===== src/rtl/gb_mmu_bus_router.sv =====
`default_nettype none
// ============================================================================
// Module   : gb_mmu_bus_router
// Desc     : Registered CPU bus router for the GB memory map. It decodes each
//            access to one of eight regions, translates the address to a
//            region offset, and applies wait states, OAM-DMA lockout and an
//            ack timeout. GB_MMU_CGB_BANKING_EN adds the VBK/SVBK bank regs.
// Revision : 1.0 - initial release
// ============================================================================
module gb_mmu_bus_router #(
    parameter int          NUM_REGIONS = 8,
    parameter logic [31:0] WAIT_CYCLES = 32'h0,
    parameter int          TIMEOUT     = 16
) (
    input  logic                     clk,
    input  logic                     reset,
    input  logic                     cpu_req,
    input  logic                     cpu_we,
    input  logic [15:0]              cpu_addr,
    input  logic [7:0]               cpu_wdata,
    output logic                     cpu_ready,
    output logic [7:0]               cpu_rdata,
    input  logic                     dma_active,
    output logic [NUM_REGIONS-1:0]   rgn_sel,
    output logic [15:0]              rgn_addr,
    output logic                     rgn_we,
    output logic [7:0]               rgn_wdata,
    input  logic [8*NUM_REGIONS-1:0] rgn_rdata,
    input  logic [NUM_REGIONS-1:0]   rgn_ack,
    output logic                     vram_bank,
    output logic [2:0]               wram_bank
);

    localparam int RW = $clog2(NUM_REGIONS);

    localparam logic [NUM_REGIONS-1:0] c_sel_one   = NUM_REGIONS'(1);
    localparam logic [7:0]             c_tmo_last  = 8'(TIMEOUT - 1);
    localparam logic [1:0]             c_kind_ext  = 2'd0;
    localparam logic [1:0]             c_kind_dead = 2'd1;
`ifdef GB_MMU_CGB_BANKING_EN
    localparam logic [1:0]             c_kind_vbk  = 2'd2;
    localparam logic [1:0]             c_kind_svbk = 2'd3;
`endif

    typedef enum logic [1:0] {
        S_IDLE   = 2'd0,
        S_ACCESS = 2'd1,
        S_DONE   = 2'd2
    } state_t;

    state_t        r_state;
    logic [RW-1:0] r_rgn;
    logic [1:0]    r_kind;
    logic [3:0]    r_wait;
    logic [7:0]    r_tmo;

    logic [RW-1:0] w_rgn;
    logic [15:0]   w_base;
    logic [15:0]   w_off;
    logic [1:0]    w_kind;
    logic          w_hram;
    logic          w_ack;
    logic [7:0]    w_ack_data;
    logic [7:0]    w_int_rdata;

    // Address decode: region index, region base and access kind
    always_comb begin
        w_rgn  = RW'(0);
        w_base = 16'h0000;
        w_kind = c_kind_ext;
        if (!cpu_addr[15]) begin
            w_rgn  = RW'(0);
            w_base = 16'h0000;
        end else if (cpu_addr[15:13] == 3'b100) begin
            w_rgn  = RW'(1);
            w_base = 16'h8000;
        end else if (cpu_addr[15:13] == 3'b101) begin
            w_rgn  = RW'(2);
            w_base = 16'hA000;
        end else if (cpu_addr[15:13] == 3'b110) begin
            w_rgn  = RW'(3);
            w_base = 16'hC000;
        end else if (cpu_addr < 16'hFE00) begin
            w_rgn  = RW'(3);
            w_base = 16'hE000;
        end else if (cpu_addr < 16'hFEA0) begin
            w_rgn  = RW'(4);
            w_base = 16'hFE00;
        end else if (cpu_addr < 16'hFF00) begin
            w_kind = c_kind_dead;
        end else if (cpu_addr < 16'hFF80) begin
            w_rgn  = RW'(5);
            w_base = 16'hFF00;
        end else if (cpu_addr != 16'hFFFF) begin
            w_rgn  = RW'(6);
            w_base = 16'hFF80;
        end else begin
            w_rgn  = RW'(7);
            w_base = 16'hFFFF;
        end
`ifdef GB_MMU_CGB_BANKING_EN
        if (cpu_addr == 16'hFF4F) begin
            w_kind = c_kind_vbk;
        end
        if (cpu_addr == 16'hFF70) begin
            w_kind = c_kind_svbk;
        end
`endif
        // During OAM DMA only HRAM stays reachable
        w_hram = (cpu_addr >= 16'hFF80) && (cpu_addr != 16'hFFFF);
        if (dma_active && !w_hram) begin
            w_kind = c_kind_dead;
        end
    end

    assign w_off      = cpu_addr - w_base;
    assign w_ack      = rgn_ack[r_rgn];
    assign w_ack_data = rgn_rdata[8*r_rgn +: 8];

    always_comb begin
        w_int_rdata = 8'hFF;
`ifdef GB_MMU_CGB_BANKING_EN
        if (r_kind == c_kind_vbk) begin
            w_int_rdata = {7'h7F, vram_bank};
        end else if (r_kind == c_kind_svbk) begin
            w_int_rdata = {5'h1F, wram_bank};
        end
`endif
    end

    always_ff @(posedge clk or posedge reset) begin
        if (reset) begin
            r_state   <= S_IDLE;
            r_rgn     <= RW'(0);
            r_kind    <= c_kind_ext;
            r_wait    <= 4'd0;
            r_tmo     <= 8'd0;
            cpu_ready <= 1'b0;
            cpu_rdata <= 8'hFF;
            rgn_sel   <= '0;
            rgn_addr  <= 16'h0000;
            rgn_we    <= 1'b0;
            rgn_wdata <= 8'h00;
`ifdef GB_MMU_CGB_BANKING_EN
            vram_bank <= 1'b0;
            wram_bank <= 3'd1;
`endif
        end else begin
            case (r_state)
                S_IDLE: begin
                    cpu_ready <= 1'b0;
                    if (cpu_req) begin
                        r_rgn     <= w_rgn;
                        r_kind    <= w_kind;
                        r_tmo     <= 8'd0;
                        rgn_addr  <= w_off;
                        rgn_we    <= cpu_we;
                        rgn_wdata <= cpu_wdata;
                        if (w_kind == c_kind_ext) begin
                            rgn_sel <= c_sel_one << w_rgn;
                            r_wait  <= WAIT_CYCLES[4*w_rgn +: 4];
                        end else begin
                            rgn_sel <= '0;
                            r_wait  <= 4'd0;
                        end
                        r_state <= S_ACCESS;
                    end
                end

                S_ACCESS: begin
                    r_tmo <= r_tmo + 8'd1;
                    if (r_wait != 4'd0) begin
                        r_wait <= r_wait - 4'd1;
                    end
                    if (r_kind != c_kind_ext) begin
                        cpu_rdata <= w_int_rdata;
                        cpu_ready <= 1'b1;
                        rgn_sel   <= '0;
                        r_state   <= S_DONE;
`ifdef GB_MMU_CGB_BANKING_EN
                        if (rgn_we && (r_kind == c_kind_vbk)) begin
                            vram_bank <= rgn_wdata[0];
                        end
                        if (rgn_we && (r_kind == c_kind_svbk)) begin
                            wram_bank <= (rgn_wdata[2:0] == 3'd0) ? 3'd1 : rgn_wdata[2:0];
                        end
`endif
                    end else if ((r_wait == 4'd0) && w_ack) begin
                        cpu_rdata <= w_ack_data;
                        cpu_ready <= 1'b1;
                        rgn_sel   <= '0;
                        r_state   <= S_DONE;
                    end else if (r_tmo == c_tmo_last) begin
                        // Target never answered: complete as open bus
                        cpu_rdata <= 8'hFF;
                        cpu_ready <= 1'b1;
                        rgn_sel   <= '0;
                        r_state   <= S_DONE;
                    end
                end

                S_DONE: begin
                    cpu_ready <= 1'b0;
                    r_state   <= S_IDLE;
                end

                default: begin
                    r_state <= S_IDLE;
                end
            endcase
        end
    end

`ifndef GB_MMU_CGB_BANKING_EN
    assign vram_bank = 1'b0;
    assign wram_bank = 3'd1;
`endif

endmodule
`default_nettype wire


===== config.mk =====
export PLATFORM = sky130hd
export DESIGN_NAME = gb_mmu_bus_router
export DESIGN_NICKNAME = d
export VERILOG_FILES = /design/src/rtl/gb_mmu_bus_router.sv
export SDC_FILE = /design/constraint.sdc
export NUM_CORES = 1
export LEC_CHECK = 0
export CAP_MARGIN = 5
export CELL_PAD_IN_SITES_DETAIL_PLACEMENT = 1
export CELL_PAD_IN_SITES_GLOBAL_PLACEMENT = 1
export CORE_ASPECT_RATIO = 0.75
export CORE_MARGIN = 2
export CORE_UTILIZATION = 30
export CTS_BUF_LIST = sky130_fd_sc_hd__clkbuf_8 sky130_fd_sc_hd__clkbuf_16
export CTS_CLUSTER_SIZE = 12
export DETAILED_ROUTE_END_ITERATION = 8
export PLACE_DENSITY_LB_ADDON = 0.1
export REMOVE_ABC_BUFFERS = 1
export SYNTH_ARGS = -nofsm -noshare
export SYNTH_HDL_FRONTEND = slang
export SYNTH_SLANG_ARGS = --single-unit

===== constraint.sdc =====
create_clock -name clk -period 2.05 [get_ports clk]
set_input_delay 0.5125 -clock clk [delete_from_list [all_inputs] [get_ports clk]]
set_output_delay 0.5125 -clock clk [all_outputs]
set_load 0.05 [all_outputs]

==> impl_metrics.py <==
metrics = {
    "drt": {
        "drc": 0,
        "post_drt_wl_per_cell_um": 17.6,
        "via_per_inst": 4.96,
        "drt_iter0_markers": 80,
        "ant_nets": 0,
        "vias": 3932,
        "totalWireLength_um": 14000,
        "drt-pass1-iter-count": 4,
    },
    "setup_path": {
        "start_kind": "input pin",
        "critPathRequiredTime_ns": 2.27,
        "slowest_delay_ns": 0.38,
        "cp.arrival_ns": 2.94,
        "end_kind": "register",
        "cp_max_fo": 2,
        "path_class": "in2reg",
        "critPathSlowestCell": "fa_2",
        "crit_chain": "buf_6, nand4_1, nor3_4, nand3_2, inv_2, ha_4, inv_2, fa_2, a211o_1, a21oi_2, o21ai_2, a31oi_4, buf_4, xor2_1, o21ai_1",
        "cpMostUsedCell": "inv_2",
    },
    "global_route": {
        "antenna_found_initial": 0,
        "grt_pass1_vias": 4315,
        "grt_pass1_wl_um": 22000,
        "grt_remaining_overflow": 0,
        "grt_max_degree": 40,
        "grt_usage_pct": 20.6,
    },
    "layout": {
        "n_antenna_cell": 0,
        "syn_to_final_growth_pct": 73.9,
        "nets": 742,
        "drive_above_1_share_pct": 36.8,
        "utilization_pct": 54.1,
        "fill_cells": 1388,
    },
    "sta": {
        "finalHoldViolCount": 0,
        "post-route-period-util_pct": 133,
        "tns_ns": -6.11,
        "max_freq_mhz": 368,
        "worst_slack_ns": -0.668,
        "grt_setup_unrepaired": "true",
        "fin_skew_ns": 0.00805,
        "final_max_slew_viol_count": 0,
        "hold-worst-slack_ns": 0.466,
        "timing.slew.headroom_pct": 65.8,
        "min_period_ns": 2.72,
        "worstMarginPinSlew_ns": 0.509,
        "setup_viol": 13,
    },
    "placed_design": {
        "gp_congestion": 0.882,
        "io_buffers": 142,
        "hpwl_um": 10600,
    },
    "synthesis": {
        "synth.cell_area_um2": 3850,
        "ys_ff_latch": 60,
        "yosys_warnings": 0,
        "synth-edff-count": 0,
        "ys_seq_area_share_pct": 39.2,
        "synth.distinct_cells": 60,
        "synth.avg_cell_area_um2": 9.73,
        "synthArstFlopShare_pct": 100,
        "synth_flop_cell": "dfrtp_1",
        "synthCells": 396,
    },
    "clocking": {
        "clockRootBuffer": "clkbuf_16",
        "h-tree-depth": 3,
        "cts.sinks": 60,
        "path_clk_slew_ns": 0.06,
        "numCtsBuffers": 9,
        "clock_path_buffers": 2,
        "cts_tree": "yes",
        "clock_latency_ns": 0.34,
    },
    "run_status": {
        "status": "finished, violations left",
        "violations": "negative setup slack",
    },
    "die": {
        "io_pins": 147,
        "rows": 35,
        "die_height_um": 102,
        "die_area_um2": 13800,
        "die_x_um": 135,
        "start_util_pct": 31.1,
        "coreArea_um2": 12400,
    },
    "power": {
        "ir_drop_mv": 0.650,
        "fin_total_pwr_mw": 7.93,
        "p_leak_nw": 2.88,
        "p_per_area_nw_per_um2": 1180,
    },
    "hold_path": {
        "min_path_type": "reg2reg",
    },
    "run": {
        "drv_cap": 0,
    },
}
[stage by stage]
step,instance area [µm²],setup WS [ns],instances
floorplan,3760,-1.15,378
CTS,6560,-0.841,790
global route,6700,-0.825,793
finish,6700,-0.668,793
detailed placement,5930,-1.64,764
global placement,5930,-1.45,764
[power breakdown]
group	leakage [nW]	internal, mW	switching (mW)
registers	0.750	1.68	0.293
logic	1.97	1.65	2.65
clock network	0.156	1.07	0.596
[final cells by class]
cell class	count	area, µm²	share of cell area (%)
Inverter	9	33.8	0.504
Tap cell	166	208	3.10
Clock buffer	9	225	3.36
Timing Repair Buffer	233	2070	30.9
Multi-Input combinational cell	309	2550	38.1
Clock inverter	7	98.8	1.48
Sequential cell	60	1510	22.6
[synthesized netlist by cell type (4+ instances only)]
cell / number / area [µm²]
nand2_1: 68 / 255
dfrtp_1: 52 / 1300
nor2_1: 29 / 109
o21ai_0: 27 / 135
ha_1: 18 / 225
mux4_2: 18 / 405
a21oi_1: 17 / 85.1
nand3_1: 13 / 65.1
mux2i_1: 11 / 110
inv_1: 9 / 33.8
clkbuf_1: 8 / 30.0
dfstp_2: 8 / 210
nand2b_1: 8 / 50.1
o2bb2ai_1: 8 / 70.1
nor3_1: 7 / 35.0
xor2_1: 7 / 61.3
nand4_1: 6 / 37.5
o21ai_1: 5 / 25.0
a21o_1: 4 / 30.0
buf_2: 4 / 20.0
buf_4: 4 / 30.0
o21a_1: 4 / 30.0
or3_1: 4 / 25.0
[timing repair]
item,4_1_cts,5_1_grt
endpoints found under the setup margin,30,31
hold buffers,0,0
setup buffers,11,7
pin swaps,37,21
gates resized for setup,102,33
[path summary, 6_finish.rpt]
check                                  start           end  slack (ns)  cells after the start
worst max register to register      r_tmo[0]    rgn_sel[3]        0.18                      6
worst max-delay path             cpu_addr[4]  rgn_addr[10]       -0.67                     15
min in group asynchronous              reset  rgn_addr[12]        0.52                      2
worst min-delay path            rgn_wdata[2]  rgn_wdata[2]        0.47                      2
max in group asynchronous              reset  cpu_rdata[7]        0.95                      3
worst min register to register  rgn_wdata[2]  rgn_wdata[2]        0.47                      2
[cell usage in the layout (no fill, tap or decap), types with 7 or more instances in the layout]
cell type	count
nand3_1	9
xor2_1	7
buf_6	11
buf_4	116
ha_1	11
a21oi_1	12
mux2i_1	11
dfstp_2	8
nor2_1	26
o2bb2ai_1	7
clkdlybuf4s50_1	93
nand2_1	66
mux4_2	18
dfrtp_1	52
nand2b_1	7
clkbuf_16	9
o21ai_1	7
o21ai_0	22
[worst max-delay path: cells and delay by family]
kind	cells	cell delay (ns)
AOI/OAI and AO/OA	5	0.86
and+or+nand+nor	3	0.57
adders and majority gates	2	0.51
buffers and inverters	4	0.34
xor gates and xnor gates	1	0.14
[routing by layer]
layer	part of all wire (%)	track usage [%]	vias to the layer above	routed length [µm]
li1	-	-	1894	-
met1	44	26.2	1928	6210
met3	4.5	4.91	14	622
met5	0	0	-	0
met4	0.88	4.05	0	123
met2	50	36.3	96	7020
[flip-flops by register name, summed over array words and instances (netlist names)]
| register | count |
|---|---|
| r_wait | 4 |
| r_kind | 1 |
| rgn_wdata | 8 |
| cpu_ready | 1 |
| r_state | 2 |
| rgn_we | 1 |
| r_rgn | 3 |
| r_tmo | 8 |
| rgn_sel | 8 |
| rgn_addr | 16 |
| cpu_rdata | 8 |
[logic make-up (layout without fill, tap and decap cells)]
family,after synthesis,after routing,share of synthesized area [%]
AO/OA/AOI/OAI,94,94,16.4
XOR/XNOR,10,10,2.27
buffers and inverters,29,258,3.54
flip-flops,60,60,39.2
multiplexers,30,30,13.8
AND/OR/NAND/NOR,152,152,18.2
other,2,4,0.195
adder cells (fa/ha/maj),19,19,6.37
Note: power is estimated with default switching activity, not from simulation.
